===== src/rtl/updn_counter_pkg.sv =====
// Shared definitions for the parametrised up/down counter.
//   MODE_*        : end-of-range behaviour encodings
//   params_legal  : elaboration-time legality check for WIDTH / MAX_VAL / MODE
package updn_counter_pkg;

   localparam int unsigned MODE_WRAP    = 0;
   localparam int unsigned MODE_SAT     = 1;
   localparam int unsigned MODE_ONESHOT = 2;

   localparam int unsigned MAX_WIDTH = 32;

   // True when the parameter set describes a buildable counter.
   function automatic bit params_legal(input int unsigned     width,
                                       input longint unsigned max_val,
                                       input int unsigned     mode);
      longint unsigned full_range;
      if ((width < 1) || (width > MAX_WIDTH)) return 1'b0;
      full_range = (64'd1 << width) - 64'd1;
      return (max_val >= 64'd1) && (max_val <= full_range) && (mode <= MODE_ONESHOT);
   endfunction

endpackage


===== src/rtl/updn_counter_param.sv =====
// Parametrised up/down counter with load, enable and wrap/saturate/one-shot ends.
//   clk, rst       : rising-edge clock, synchronous active-high reset
//   en, dir        : count enable, direction (1 = up)
//   load, load_val : parallel load strobe and value (clamped to MAX_VAL)
//   clr_ovf        : clears the sticky overflow flag
//   count          : registered count value
//   tc_up, tc_dn   : combinational decode of count == MAX_VAL / count == 0
//   evt            : registered one-cycle pulse on a boundary step
//   ovf            : sticky flag, set on any step attempted past a range end
//   done           : one-shot mode only, counter halted at a terminal value
module updn_counter_param
   import updn_counter_pkg::*;
#(
   parameter int unsigned     WIDTH   = 4,
   parameter longint unsigned MAX_VAL = (64'd1 << WIDTH) - 64'd1,
   parameter int unsigned     MODE    = MODE_WRAP
) (
   input  logic             clk,
   input  logic             rst,
   input  logic             en,
   input  logic             dir,
   input  logic             load,
   input  logic [WIDTH-1:0] load_val,
   input  logic             clr_ovf,
   output logic [WIDTH-1:0] count,
   output logic             tc_up,
   output logic             tc_dn,
   output logic             evt,
   output logic             ovf,
   output logic             done
);

   // Stop elaboration on an unbuildable parameter set.
   if (!params_legal(WIDTH, MAX_VAL, MODE)) begin : g_illegal_params
      $error("updn_counter_param: illegal WIDTH/MAX_VAL/MODE combination");
   end

   localparam logic [WIDTH-1:0] MAX_W     = WIDTH'(MAX_VAL);
   localparam bit               IS_WRAP   = (MODE == MODE_WRAP);
   localparam bit               IS_ONESHT = (MODE == MODE_ONESHOT);

   logic [WIDTH-1:0] count_q, count_d;
   logic             evt_q, evt_d;
   logic             ovf_q, ovf_d;
   logic             done_q, done_d;
   logic             step_hit;

   // Next count: load beats step; a step past either end is flagged as step_hit.
   always_comb begin : next_count
      count_d  = count_q;
      step_hit = 1'b0;
      if (load) begin
         count_d = (load_val > MAX_W) ? MAX_W : load_val;
      end else if (en && !done_q) begin
         if (dir) begin
            if (count_q < MAX_W) begin
               count_d = count_q + WIDTH'(1);
            end else begin
               step_hit = 1'b1;
               if (IS_WRAP) count_d = '0;
            end
         end else begin
            if (count_q > '0) begin
               count_d = count_q - WIDTH'(1);
            end else begin
               step_hit = 1'b1;
               if (IS_WRAP) count_d = MAX_W;
            end
         end
      end
   end

   // Flags: a new overflow wins over clr_ovf in the same cycle.
   always_comb begin : next_flags
      evt_d  = step_hit;
      ovf_d  = step_hit | (ovf_q & ~clr_ovf);
      done_d = done_q;
      if (load) begin
         done_d = 1'b0;
      end else if (step_hit && IS_ONESHT) begin
         done_d = 1'b1;
      end
   end

   always_ff @(posedge clk) begin : regs
      if (rst) begin
         count_q <= '0;
         evt_q   <= 1'b0;
         ovf_q   <= 1'b0;
         done_q  <= 1'b0;
      end else begin
         count_q <= count_d;
         evt_q   <= evt_d;
         ovf_q   <= ovf_d;
         done_q  <= done_d;
      end
   end

   assign count = count_q;
   assign evt   = evt_q;
   assign ovf   = ovf_q;
   assign done  = done_q;
   assign tc_up = (count_q == MAX_W);
   assign tc_dn = (count_q == '0);

endmodule

===== config.mk =====
export PLATFORM = sky130hd
export DESIGN_NAME = updn_counter_param
export DESIGN_NICKNAME = d
export VERILOG_FILES = /design/src/rtl/updn_counter_pkg.sv /design/src/rtl/updn_counter_param.sv
export SDC_FILE = /design/constraint.sdc
export NUM_CORES = 1
export LEC_CHECK = 0
export ABC_AREA = 1
export BUFFER_PORTS_ARGS = -buffer_cell sky130_fd_sc_hd__buf_2
export CAP_MARGIN = 20
export CORE_AREA = 8 8 45 47
export CTS_BUF_LIST = sky130_fd_sc_hd__clkbuf_16
export DETAILED_ROUTE_END_ITERATION = 10
export DIE_AREA = 0 0 53 55
export GPL_TIMING_DRIVEN = 1
export PLACE_DENSITY_LB_ADDON = 0.25
export SYNTH_ARGS = -nofsm -noshare
export SYNTH_HDL_FRONTEND = slang
export SYNTH_SLANG_ARGS = --single-unit

===== constraint.sdc =====
create_clock -name clk -period 2.3 [get_ports clk]
set_input_delay 0.23 -clock clk [delete_from_list [all_inputs] [get_ports clk]]
set_output_delay 0.23 -clock clk [all_outputs]
set_load 0.005 [all_outputs]

# Word-level counts from Yosys, hierarchy flattened
# Index checks and enable logic that the tools add are counted.
[word_totals]
ff_bits = 6
input_bits = 10
output_inout_bits = 9
wordCells = 25
[classes]
add_sub_neg = 2
magnitude_cmp = 3
eq_ne = 1
muxes = 11
bitwise = 3
n_reduce_logical = 2
[ops]
columns = ["cell", "count"]
rows = [
  ["4-bit two-way mux", 6],
  ["1-bit two-way mux", 5],
  ["4-bit by 1-bit adder with 4-bit output, second input constant", 1],
  ["4-bit equality test, second input constant", 1],
  ["4-bit by 1-bit greater-than comparator with 1-bit output, second input constant", 1],
  ["4-bit greater-than comparator, second input constant", 1],
  ["4-bit logical NOT", 1],
  ["4-bit less-than comparator, second input constant", 1],
  ["4-bit by 1-bit subtractor with 4-bit output, second input constant", 1],
  ["2-bit nonzero test", 1],
  ["1-bit AND", 1],
  ["1-bit inverter", 1],
  ["1-bit bitwise OR", 1],
]

# Depth between registers and ports, before layout
[depth]
ltp_word = 6
depth_mapped = 8
ltp_nobuf = 8

# Worst setup path before layout
# No wires, ideal clock.
[synth_path]
path_kind = "reg2reg"
startpoint = "reg count_q[0], in the netlist count[0]"
endpoint = "reg count_q[2], in the netlist count[2]"
setup_time_ps = 121
arrival_ps = 1113
required_time_ps = 2179
path_slack_ps = 1066
path_stages_with_launch = 8
synth_period_minus_slack_ps = 1234
cell_sequence = "dfxtp_1 -> inv_1 -> ha_1 -> inv_1 -> o21ai_0 -> xor2_1 -> nand2_1 -> a31oi_1"
[synth_via]
elab_chain_len = 5
elab_cells_between_ends = 9
classes_between = "add/sub (2); order compare (2); mux (5)"
[synth_lines]
columns = ["element", "line", "text"]
rows = [
  ["from (decl)", "updn_counter_param.sv:42", "logic [WIDTH-1:0] count_q, count_d;"],
  ["from (signal assigned)", "updn_counter_param.sv:92", "count_q <= count_d;"],
  ["4-bit by 1-bit subtractor with 4-bit output (tied with other cells)", "updn_counter_param.sv:64", "count_d = count_q - WIDTH'(1);"],
  ["4-bit two-way mux (on tied branches)", "updn_counter_param.sv:63, updn_counter_param.sv:56", ""],
  ["4-bit two-way mux (*)", "updn_counter_param.sv:55", "if (dir) begin"],
  ["4-bit two-way mux (*)", "updn_counter_param.sv:54", "end else if (en && !done_q) begin"],
  ["4-bit two-way mux (*)", "updn_counter_param.sv:52", "if (load) begin"],
]
# Mark *: on every way between the ends. The rest lies on a longest branch, timed or not. The select of a mux whose other input is x is not followed.
# A chain may end at the register's enable or synchronous reset.

# Worst setup path in the final report
[layout_path]
startpoint = "reg count_q[0], in the netlist count[0]"
endpoint = "out tc_dn"
[layout_via]
elab_chain_len = 1
[layout_lines]
columns = ["element", "line", "text"]
rows = [
  ["4-bit logical NOT", "updn_counter_param.sv:104", "assign tc_dn = (count_q == '0);"],
  ["to (decl)", "updn_counter_param.sv:27", "output logic tc_dn,"],
]
# No other way between the ends.

==> results.toml <==
[clocking]
cts_buffers = 3
cts_tree = "yes"
cts_max_level = 1
post_cts_buffers = 0
hold_buffers = 0
cts.path.max_buffers = 2
cts_resized = 0
path_clk_slew_ns = 0.03
numClockSinks = 6
root_buffer = "clkbuf_16"
worstSkewPairLatency_ns = 0.23

[global_route]
grt_usage_pct = 7.54
antenna_found_initial = 0
gr-total-overflow = 0
grt_max_degree = 10
grt_pass1_wl_mm = 1.64
grt_pass1_vias = 396

[critical_path]
cp_max_fo = 7
path_common_cell = "inv_1"
cp_data_required_time_ns = 2.07
crit_chain = "inv_1, ha_1, inv_1, nor3_2, buf_2"
max_stage_delay_ns = 0.44
crit_path_start_kind = "flop"
worst_setup_path_end_kind = "output pin"
cp_slowest_cell = "dfxtp_1"
path_class = "flop to output pin"
crit_arrival_ns = 1.27

[final_layout]
area_growth_syn_to_layout_pct = 36.9
drive_gt1_share_pct = 31.8
fin_util_pct = 43.3
final_area_um2 = 599
layout.nets = 99
diodes = 0
fillers = 151
fin_cells = 101

[timing]
rsz0062_at_grt = "no"
tns_ns = 0
setup_violations = 0
min_period_over_period_pct = 65.4
min_period_ns = 1.50
finalHoldViolCount = 0
finClkSkew_ns = 0.00311
worst_hold_slack_ns = 0.254
slew_viol_final = 0
fmax_mhz = 665

[logic_synthesis]
synth_fp_nets = 79
netlist_area_um2 = 438
synth.most_common_cell = "nand2_1"
synth.distinct_cells = 22
ys_async_sr_fraction_pct = 0
yosysTopAreaCell = "dfxtp_1"
ys_warn_count = 0
synth.top_cell.area_share_pct = 27.4
yosys_register_bits = 6
synth_area_leaders = "dfxtp_1 27%, nand2_1 15%, inv_1 9.4%, nand3_1 6.9%, ha_1 5.7%"
seq_area_frac_synth_pct = 27.4
synth.avg_cell_area_um2 = 6.54
synthTopCellsByCount = "17 x nand2_1, 11 x inv_1, 6 x dfxtp_1, 6 x nand3_1, 6 x nor2_1"
synthCells = 67
synth_edf_count = 0
synth_ff_type = "dfxtp_1"

[drt]
vias_per_cell = 4.59
wl_per_cell_um = 11.2
drt-total-wl_mm = 1.13
drtAntennaViolNets = 0
routed-via-count = 464
drt-pass1-iter-count = 2
drc_errors = 0
drtIter0Drc = 5

[place]
place_hpwl_um = 904
dp.cells = 98
placed_area_um2 = 524
portBuffers = 17
globalplace.congestion = 0.734

[power_and_ir_drop]
p_leak_nw = 0.321
power.density_mw_per_mm2 = 791
irDropWorstVdd_mv = 0.725

[die]
dieArea_mm2 = 0.00292
num_rows = 14
die_w_um = 53
core-area_mm2 = 0.00138
start_util_pct = 31.6
boundaryPins = 19
die_h_um = 55

[min_path]
min_path_type = "primary input to flop"

[run]
maxCapViolCount = 0

[run_status]
status = "finished clean"
==> cell type report <==
| class | instances | area [um2] | area share, % |
|---|---|---|---|
| Multi-Input combinational cell | 47 | 254 | 42.4 |
| Sequential cell | 6 | 120 | 20.0 |
| Timing Repair Buffer | 17 | 85.1 | 14.2 |
| Clock buffer | 3 | 75.1 | 12.5 |
| Inverter | 12 | 45.0 | 7.52 |
| Tap cell | 16 | 20.0 | 3.34 |
==> path summary, 6_finish.rpt <==
path | depth (start not counted) | end | from | slack [ns]
max | 5 | tc_dn | count[0]$_SDFFE_PP0P_ | 0.80
min reg2reg | 2 | ovf$_SDFF_PP0_ | ovf$_SDFF_PP0_ | 0.47
max reg2reg | 7 | count[2]$_SDFFE_PP0P_ | count[0]$_SDFFE_PP0P_ | 0.91
min | 2 | count[0]$_SDFFE_PP0P_ | rst | 0.25
==> cell usage in the layout (no fill, tap or decap), drive strengths merged <==
cell type / count
nand2: 18
buf: 17
inv: 12
nor2: 7
nand3: 7
dfxtp: 6
a21oi: 4
clkbuf: 3
a31oi: 2
ha: 2
nor3: 1
a22oi: 1
o21ai: 1
xor2: 1
xnor2: 1
nand4: 1
conb: 1
==> worst max-delay path, delay by kind of cell (launching register included) <==
| family | cells | cell delay [ns] |
|---|---|---|
| flip-flops | 1 | 0.44 |
| adder cells (fa/ha/maj) | 1 | 0.22 |
| AND/OR/NAND/NOR | 1 | 0.05 |
| buffers and inverters | 3 | 0.33 |
==> sequential cells by signal (all words and copies together), names as in the netlist <==
name	flops
ovf	1
evt	1
count	4
==> kinds of logic (layout without fill, tap and decap cells) <==
group	Yosys count	count (layout)	share of synthesized area [%]
DFF	6	6	27.4
and+or+nand+nor	34	34	35.4
adders and majority gates	2	2	5.71
other	1	1	0.856
xor gates and xnor gates	2	2	4.00
AOI/OAI and AO/OA	8	8	12.0
buffers and inverters	14	32	14.6
==> routing by layer <==
| layer | track usage [%] | up-vias | routed length [um] |
|---|---|---|---|
| li1 | - | 243 | - |
| met1 | 8.35 | 214 | 512 |
| met5 | 0 | - | 0 |
| met4 | 2.59 | 0 | 0 |
| met3 | 3.21 | 0 | 43 |
| met2 | 12.7 | 7 | 577 |
==> stage by stage <==
step | power, W | worst slack (ns)
after floorplan | 0.000170 | 1.07
after detailed placement | 0.000195 | 0.905
after CTS | 0.000484 | 0.788
after global placement | 0.000196 | 0.903
after global routing | 0.000496 | 0.718
final | 0.000474 | 0.797
==> power breakdown <==
group	switching [W]	internal, W	total, W
Clock	0.0000578	0.000223	0.000281
Combinational	0.0000371	0.0000322	0.0000693
Sequential	0.0000127	0.000111	0.000124
Total	0.000108	0.000367	0.000474
(Power assumes the default switching activity.)
